--- config.mk ---
export PLATFORM = sky130hd
export DESIGN_NAME = watch_mode_ctrl
export DESIGN_NICKNAME = d
export VERILOG_FILES = /design/src/rtl/watch_mode_ctrl_pkg.sv /design/src/rtl/watch_mode_ctrl_key_hold_timer.sv /design/src/rtl/watch_mode_ctrl.sv
export SDC_FILE = /design/constraint.sdc
export NUM_CORES = 1
export LEC_CHECK = 0
export BUFFER_PORTS_ARGS = -buffer_cell sky130_fd_sc_hd__buf_2
export CORE_UTILIZATION = 65
export DETAILED_ROUTE_END_ITERATION = 7
export PLACE_DENSITY = 0.89
export SYNTH_ARGS = -nofsm -noshare
export SYNTH_HDL_FRONTEND = slang
export SYNTH_SLANG_ARGS = --single-unit
--- constraint.sdc ---
create_clock -name clk -period 5.6 [get_ports clk]
set_input_delay 1.12 -clock clk [delete_from_list [all_inputs] [get_ports clk]]
set_output_delay 1.12 -clock clk [all_outputs]
set_load 0.01 [all_outputs]
--- src/rtl/watch_mode_ctrl_pkg.sv ---
// Shared types for the two-key watch mode controller.
// Mode encoding, default clock rate and the digit mask helper.
package watch_pkg;

  typedef enum logic [1:0] {
    WATCH     = 2'd0,
    SET       = 2'd1,
    STOPWATCH = 2'd2
  } mode_t;

  localparam int unsigned IN_CLK_HZ_DEF = 50_000_000;

  function automatic logic [3:0] digit_mask(
    input logic [1:0] d
  );
    return 4'b0001 << d;
  endfunction

endpackage

--- src/rtl/watch_mode_ctrl_key_hold_timer.sv ---
// Per-key hold counter: saturating press timer with
// reach-long pulse and short-release detect.
module key_hold_timer
  import watch_pkg::*;
#(
  parameter int unsigned LONG_CYC = 10
) (
  input  logic clk,
  input  logic rst_n,
  input  logic i_key,
  output logic o_sat,
  output logic o_hit,
  output logic o_short
);

  localparam int unsigned CW = $clog2(LONG_CYC + 1);
  localparam logic [CW-1:0] C_LONG = CW'(LONG_CYC);
  localparam logic [CW-1:0] C_PRE = CW'(LONG_CYC - 1);
  localparam logic [CW-1:0] C_ONE = CW'(1);

  logic [CW-1:0] r_cnt;
  logic          r_hit;

  always_ff @(posedge clk or negedge rst_n) begin
    if (!rst_n) begin
      r_cnt <= '0;
      r_hit <= 1'b0;
    end else begin
      r_hit <= i_key & (r_cnt == C_PRE);
      if (!i_key) begin
        r_cnt <= '0;
      end else if (r_cnt != C_LONG) begin
        r_cnt <= r_cnt + C_ONE;
      end
    end
  end

  // A nonzero count with the key low is the release cycle.
  assign o_sat   = (r_cnt == C_LONG);
  assign o_hit   = r_hit;
  assign o_short = ~i_key & (r_cnt != '0)
                 & (r_cnt != C_LONG);

endmodule

--- src/rtl/watch_mode_ctrl.sv ---
// Two-key watch UI controller: key timing, chord lock,
// WATCH/SET/STOPWATCH mode FSM and SET digit blink.
module watch_mode_ctrl
  import watch_pkg::*;
#(
  parameter int unsigned IN_CLK_HZ = IN_CLK_HZ_DEF,
  parameter int unsigned LONG_MS   = 4000,
  parameter int unsigned BLINK_MS  = 250
) (
  input  logic       clk,
  input  logic       rst_n,
  input  logic       key_one,
  input  logic       key_two,
  output mode_t      mode,
  output logic       clk_run,
  output logic       show_sec,
  output logic [1:0] set_digit,
  output logic       set_inc,
  output logic       set_commit,
  output logic       sw_run,
  output logic       sw_clear,
  output logic [3:0] blank
);

  localparam int unsigned LONG_CYC =
    LONG_MS * (IN_CLK_HZ / 1000);
  localparam int unsigned BLINK_CYC =
    BLINK_MS * (IN_CLK_HZ / 1000);
  localparam int unsigned BW = $clog2(BLINK_CYC + 1);
  localparam logic [BW-1:0] B_LAST = BW'(BLINK_CYC - 1);
  localparam logic [BW-1:0] B_ONE = BW'(1);

  logic r_key1;
  logic r_key2;
  logic r_lock;

  mode_t      r_mode;
  logic       r_clk_run;
  logic       r_show_sec;
  logic [1:0] r_digit;
  logic       r_set_inc;
  logic       r_set_commit;
  logic       r_sw_run;
  logic       r_sw_clear;
  logic [3:0] r_blank;

  logic [BW-1:0] r_blink_cnt;
  logic          r_phase;

  logic w_sat1;
  logic w_sat2;
  logic w_hit1;
  logic w_hit2;
  logic w_short1_raw;
  logic w_short2_raw;

  logic w_chord;
  logic w_long1;
  logic w_short1;
  logic w_short2;

  always_ff @(posedge clk or negedge rst_n) begin
    if (!rst_n) begin
      r_key1 <= 1'b0;
      r_key2 <= 1'b0;
    end else begin
      r_key1 <= key_one;
      r_key2 <= key_two;
    end
  end

  key_hold_timer #(
    .LONG_CYC(LONG_CYC)
  ) u_key1 (
    .clk    (clk),
    .rst_n  (rst_n),
    .i_key  (r_key1),
    .o_sat  (w_sat1),
    .o_hit  (w_hit1),
    .o_short(w_short1_raw)
  );

  key_hold_timer #(
    .LONG_CYC(LONG_CYC)
  ) u_key2 (
    .clk    (clk),
    .rst_n  (rst_n),
    .i_key  (r_key2),
    .o_sat  (w_sat2),
    .o_hit  (w_hit2),
    .o_short(w_short2_raw)
  );

  // Events are made mutually exclusive here:
  // chord, then long1, then short1, then short2.
  always_comb begin
    w_chord  = (w_hit1 | w_hit2) & w_sat1 & w_sat2
             & ~r_lock;
    w_long1  = w_hit1 & ~r_key2 & ~r_lock & ~w_chord;
    w_short1 = w_short1_raw & ~r_key2 & ~r_lock
             & ~w_chord & ~w_long1;
    w_short2 = w_short2_raw & ~r_key1 & ~r_lock
             & ~w_chord & ~w_long1 & ~w_short1;
  end

  always_ff @(posedge clk or negedge rst_n) begin
    if (!rst_n) begin
      r_lock <= 1'b0;
    end else if (w_chord) begin
      r_lock <= 1'b1;
    end else if (!r_key1 && !r_key2) begin
      r_lock <= 1'b0;
    end
  end

  // Blink defaults below equal the restart values,
  // so only the free-running SET tick overrides them.
  always_ff @(posedge clk or negedge rst_n) begin
    if (!rst_n) begin
      r_mode       <= WATCH;
      r_clk_run    <= 1'b0;
      r_show_sec   <= 1'b0;
      r_digit      <= 2'd0;
      r_set_inc    <= 1'b0;
      r_set_commit <= 1'b0;
      r_sw_run     <= 1'b0;
      r_sw_clear   <= 1'b0;
      r_blank      <= 4'd0;
      r_blink_cnt  <= '0;
      r_phase      <= 1'b0;
    end else begin
      r_set_inc    <= 1'b0;
      r_set_commit <= 1'b0;
      r_sw_clear   <= 1'b0;
      r_show_sec   <= 1'b0;
      r_blink_cnt  <= '0;
      r_phase      <= 1'b0;
      r_blank      <= 4'd0;
      unique case (r_mode)
        WATCH: begin
          r_show_sec <= r_key2 & ~r_key1;
          unique case (1'b1)
            w_chord: begin
              r_mode <= STOPWATCH;
            end
            w_short1: begin
              r_mode    <= SET;
              r_digit   <= 2'd0;
              r_clk_run <= 1'b0;
            end
            default: ;
          endcase
        end
        SET: begin
          unique case (1'b1)
            w_long1: begin
              r_mode       <= WATCH;
              r_set_commit <= 1'b1;
              r_clk_run    <= 1'b1;
            end
            w_short1: begin
              r_digit <= r_digit + 2'd1;
            end
            w_short2: begin
              r_set_inc <= 1'b1;
            end
            default: begin
              if (r_blink_cnt == B_LAST) begin
                r_phase <= ~r_phase;
                r_blank <= r_phase ? 4'd0
                         : digit_mask(r_digit);
              end else begin
                r_blink_cnt <= r_blink_cnt + B_ONE;
                r_phase     <= r_phase;
                r_blank     <= r_blank;
              end
            end
          endcase
        end
        STOPWATCH: begin
          unique case (1'b1)
            w_chord: begin
              r_mode   <= WATCH;
              r_sw_run <= 1'b0;
            end
            w_short1: begin
              r_sw_clear <= 1'b1;
              r_sw_run   <= 1'b0;
            end
            w_short2: begin
              r_sw_run <= ~r_sw_run;
            end
            default: ;
          endcase
        end
        default: begin
          r_mode <= WATCH;
        end
      endcase
    end
  end

  assign mode       = r_mode;
  assign clk_run    = r_clk_run;
  assign show_sec   = r_show_sec;
  assign set_digit  = r_digit;
  assign set_inc    = r_set_inc;
  assign set_commit = r_set_commit;
  assign sw_run     = r_sw_run;
  assign sw_clear   = r_sw_clear;
  assign blank      = r_blank;

endmodule

[After elaboration in Yosys (flattened, before gate mapping)]
Index checks and enable logic that the tools add are counted.
Word-level totals
  register bits after elaboration: 100
  input bits: 4
  output and inout bits: 14
  logic and storage cells: 120
Cells by class
  add/sub/neg operators: 4
  eq/ne operators: 17
  shift operators: 1
  multiplexer cells: 34
  bitwise operators: 31
  reductions and logical operators: 15
Operator list (count)
  $eq 28x28->1 const B: 4
  $mux 28: 4
  $mux 24: 3
  $add 28x1->28 const B: 2
  $ne 28x28->1 const B: 2
  $reduce_bool 28->1: 2
  $add 24x1->24 const B: 1
  $eq 24x24->1 const B: 1
  $and 1x1->1: 22
  $mux 4: 4
  $mux 1: 14
  $reduce_and 3->1: 3
  $mux 2: 4
  $ne 2x2->1 const B: 4
  $not 1->1: 8
  $pmux 2 s2: 2
  $ne 3x3->1 const B: 2
  $pmux 2 s3: 1
  $reduce_bool 2->1: 3
  $ne 2x1->1 const B: 2
  $pmux 1 s2: 2
  $shl 1x2->4 const A: 1
  $reduce_or 3->1: 1
  $add 2x1->2 const B: 1
  8 further kinds: 9

[Logic depth before layout (Yosys ltp)]
  depth after elaboration: 13
  gate-level depth with buffers: 8
  gate-level depth less buffers: 7

[By module]
Synthesis repeated with hierarchy kept, for this count alone.
Unflattened totals
  cells, all modules: 600
  area, all modules: 5624.1 um^2
Modules (own cells, without submodules)
  key_hold_timer: times used 2, cells an instance 192, area an instance 1725.4 um^2, seq. area each 725.7 um^2
  watch_mode_ctrl: times used 1, cells an instance 216, area an instance 2173.3 um^2, seq. area each 1051.0 um^2

[Worst setup path before layout]
No wires, ideal clock.
  path type: reg2reg
  start: register u_key2.r_cnt[0]
  end: register r_set_inc (netlist: set_inc)
  setup time: 0.096 ns
  arrival time: 1.980 ns
  required time: 5.504 ns
  slack: 3.525 ns
  cell stages (with the launch flop): 9
  buffers on the path: 1
  period minus slack after synthesis: 2.075 ns
  cell sequence: dfrtp_1 > inv_1 > ha_1 > nor4b_1 > nand4_1 > nor4_4 > o22ai_2 > buf_6 > nor4_2
On the way
  cells in the longest elaborated chain, start to end: 11
  elaborated cells on any way between the ends: 20
  classes of those cells: eq/ne (2); mux (2); bitwise (15); reduce/logical (1)
Ends and longest elaborated chain
  start, declared: RTL line watch_mode_ctrl_key_hold_timer.sv:21  | logic [CW-1:0] r_cnt;
  start signal, assigned: RTL line watch_mode_ctrl_key_hold_timer.sv:33  | r_cnt <= r_cnt + C_ONE;
  parallel branches: the longest is 8 deep, another holds $reduce_bool 28->1
  $and 1x1->1 (*): RTL line watch_mode_ctrl.sv:103  | & ~w_chord & ~w_long1 & ~w_short1;
  $mux 1 (*): RTL line watch_mode_ctrl.sv:155  | unique case (1'b1)
  $mux 1 (*): RTL line watch_mode_ctrl.sv:139  | unique case (r_mode)
  end signal, assigned: RTL line watch_mode_ctrl.sv:124  | r_set_inc <= 1'b0;
  end signal, assigned: RTL line watch_mode_ctrl.sv:132  | r_set_inc <= 1'b0;
  end signal, assigned: RTL line watch_mode_ctrl.sv:165  | r_set_inc <= 1'b1;
  end, declared: RTL line watch_mode_ctrl.sv:41  | logic r_set_inc;
Every way passes the cells marked *.
A chain may end at the register's enable or synchronous reset.

[Worst setup path in the final report]
  start: register u_key1.r_cnt[13]
  end: register r_blink_cnt[21]
On the way
  cells in the longest elaborated chain, start to end: 13
  elaborated cells on any way between the ends: 22
  classes of those cells: eq/ne (2); mux (2); bitwise (16); reduce/logical (2)
Ends and longest elaborated chain
  start, declared: RTL line watch_mode_ctrl_key_hold_timer.sv:21
  start signal, assigned: RTL line watch_mode_ctrl_key_hold_timer.sv:33
  $eq 28x28->1: RTL line watch_mode_ctrl_key_hold_timer.sv:39  | assign o_sat = (r_cnt == C_LONG);
  $and 1x1->1 (2 in a row): RTL line watch_mode_ctrl.sv:97  | w_chord = (w_hit1 | w_hit2) & w_sat1 & w_sat2
  $and 1x1->1: RTL line watch_mode_ctrl.sv:98  | & ~r_lock;
  $not 1->1: RTL line watch_mode_ctrl.sv:99, watch_mode_ctrl.sv:101, watch_mode_ctrl.sv:103
  $and 1x1->1: RTL line watch_mode_ctrl.sv:99  | w_long1 = w_hit1 & ~r_key2 & ~r_lock & ~w_chord;
  $not 1->1: RTL line watch_mode_ctrl.sv:101, watch_mode_ctrl.sv:103
  $and 1x1->1: RTL line watch_mode_ctrl.sv:101  | & ~w_chord & ~w_long1;
  $not 1->1: RTL line watch_mode_ctrl.sv:103
  $and 1x1->1: RTL line watch_mode_ctrl.sv:103
  $reduce_or 3->1 (no source line) (*)
  $mux 24 (*): RTL line watch_mode_ctrl.sv:155
  $mux 24 (*): RTL line watch_mode_ctrl.sv:139
  end signal, assigned: RTL line watch_mode_ctrl.sv:173  | r_blink_cnt <= r_blink_cnt + B_ONE;
  end, declared: RTL line watch_mode_ctrl.sv:47  | logic [BW-1:0] r_blink_cnt;
Mark *: on every way between the ends. The rest lies on a longest branch, timed or not.

==> run summary <==
worst-path fanout max - 30
Tot Pwr - 1.47 mW
first-pass GRT wire length - 19800 um
DRC - 0
post-route non-filler standard cell count - 656
CORE AREA - 7770 um^2
maxcap violations - 0
status - finished, final reports clean
Worst IR Drop VDD - 155 uV
DP Worst Slack - 2.96 ns
die area - 8400 um^2
antenna-violating nets left - 0
final worst setup slack - 2.82 ns
Die Ht - 91.6 um
Avg Synthesized Cell Area - 9.74 um^2
# rows - 32
cts hold-fix bufs - 0
Total GRT Usage - 29.6%
Switch Pwr - 0.365 mW
RSZ-0062 raised after global routing - no
CTS Sinks - 100
clock tree buffer depth - 2
Post-Route WL - 11500 um
Area contributors post-synth - dfrtp_1, xnor2_1, xor2_1, nor3_1, nand3_1
Placed Area - 5380 um^2
Clk pwr share - 38.0%
placed cell count - 640
largest net degree at the start of global routing - 52
Fmax - 359 MHz
GRT busiest layer - met2
Yosys top cell by area - dfrtp_1
sum of negative setup slack - 0 ns
hold slack - 0.508 ns
Register Area - 2500 um^2
layout cells sized above 1 - 8.48%
Die X-Extent - 91.6 um
crit path DAT - 3.05 ns
worst skew pair latency - 0.37 ns
fill count - 544
H-tree Lvls - 3
Leak - 2.39 nW
DRT iter0 DRCs - 313
CTS buffer count - 9
FFs w/ async S/R, synth - 100%
Flop pwr share - 52.8%
Vias - 4185
CTS root buf - clkbuf_8
detailed-route wire length per cell - 17.5 um
power share of the combinational group - 9.2%
worst setup path class - reg -> reg
Netlist cell types - 50
Worst EP required - 5.86 ns
number of synthesized register bits - 100
GP Congestion - 0.844
drt via density - 6.38
Area Growth Syn to Fin - 7.74%
met2 Use GR - 48.5%
Inserted Diodes - 0
post_cts resized - 0
yosys warns - 0
Cells after Synth - 536
Fin. Hold Viols - 0
routing usage on met3 - 5.80%
commonest non-fill, non-tap cells in the layout - dfrtp_1, nor3_1, nand3_1, xnor2_1, nor2_1
Mapped Area - 5220 um^2
Nets - 562
area share of the largest cell type after synthesis - 47.9%
Synth Flop Type - dfrtp_1
P per Cell Area - 262 nW/um^2
clock-pin slew on the worst setup and hold paths - 0.10 ns
Startpoint Class - register
Pint - 1.11 mW
vias in the first global route - 4208
io pins - 18
TritonCTS clock tree - done
area occupied by multi-input gates - 2580 um^2
GRT met1 Usage - 39.2%
most common cell after layout, fill and taps aside - dfrtp_1
Worst Max-Slew Pin Slew - 1.26 ns
syn nets - 549
# setup viols final - 0
EDFF count, synth - 0
design area - 5630 um^2
Max Slew Vio Count - 0
initial antenna violation count - 0
# Post-CTS Setup Buffers - 0
final core utilization - 72.4%
HPWL after DPL - 7560 um
worst min-delay path class - reg -> reg
starting density of the core - 67.2%
Crit. End Element - register
Pre-antenna DRT Iters - 5
crit share post-route - 49.7%
relative slew slack - 15.8%
Switching Share - 24.8%
Final min period - 2.78 ns
port buffer count - 17
clock skew - 0.0106 ns
grt ovf - 0
register area share after synthesis - 47.9%
routing by layer:
| metal | part of all wire (%) | vias to the layer above |
|---|---|---|
| met1 | 42 | 2029 |
| met3 | 6.9 | 34 |
| met4 | 2.2 | 0 |
| met5 | 0 | - |
| met2 | 49 | 187 |
| li1 | - | 1935 |
power by group through the flow:
stage | Combinational (mW) | Clock, mW | Sequential (mW)
global route | 0.151 | 0.593 | 0.783
global placement | 0.121 | 0 | 0.787
finish | 0.135 | 0.559 | 0.778
detailed placement | 0.135 | 0 | 0.791
floorplan | 0.0851 | 0 | 0.785
CTS | 0.137 | 0.566 | 0.777
final cells by class:
| type | instances | area share [%] |
|---|---|---|
| inverters | 16 | 1.07 |
| multi-input cells | 403 | 45.9 |
| well taps | 102 | 2.27 |
| clock buffers | 11 | 2.51 |
| flip-flops and latches | 100 | 44.5 |
| clock inverters | 5 | 1.91 |
| repair buffers | 19 | 1.82 |
worst max-delay path, stage by stage (launching register included):
cell and delay, ns:
dfrtp_1 0.45, nor4_1 0.49, nand4_1 0.36, nor4_4 0.52
o22ai_2 0.48, nor3_1 0.38
sequential cells by signal, summed over array words and instances (netlist names), 2 cells and up:
signal / count
u_key1.r_cnt: 28
set_digit: 2
blank: 4
u_key2.r_cnt: 28
r_blink_cnt: 24
mode: 2
final timing paths:
path                                               from                           end  slack [ns]  depth (start not counted)
setup / recovery           u_key1.r_cnt[13]$_DFFE_PN0P_     r_blink_cnt[21]$_DFF_PN0_        2.82                          5
hold / removal                 r_blink_cnt[0]$_DFF_PN0_      r_blink_cnt[0]$_DFF_PN0_        0.51                          1
setup reg to reg           u_key1.r_cnt[13]$_DFFE_PN0P_     r_blink_cnt[21]$_DFF_PN0_        2.82                          5
hold reg to reg                r_blink_cnt[0]$_DFF_PN0_      r_blink_cnt[0]$_DFF_PN0_        0.51                          1
max in group asynchronous                         rst_n  u_key1.r_cnt[26]$_DFFE_PN0P_        3.76                          2
min in group asynchronous                         rst_n  u_key2.r_cnt[14]$_DFFE_PN0P_        0.76                          1
cells in the mapped netlist, drive strengths merged (9+ instances only):
cell	n
dfrtp	100
or3	10
and2	23
clkbuf	12
nor2	35
and3	9
inv	16
o21ai	12
xor2	27
nor3	47
nand4	26
xnor2	37
nand2	34
nor2b	9
a21oi	9
nor4	30
ha	9
nand3	41
kinds of logic after synthesis:
logic type	Yosys count	synth area share [%]
adder cells (fa/ha/maj)	9	2.16
XOR/XNOR	64	10.7
AND/OR/NAND/NOR	283	30.0
buffers and inverters	33	2.59
AO/OA/AOI/OAI	40	5.22
multiplexers	7	1.34
flip-flops	100	47.9
No activity file was read; power rests on OpenSTA's default activity.
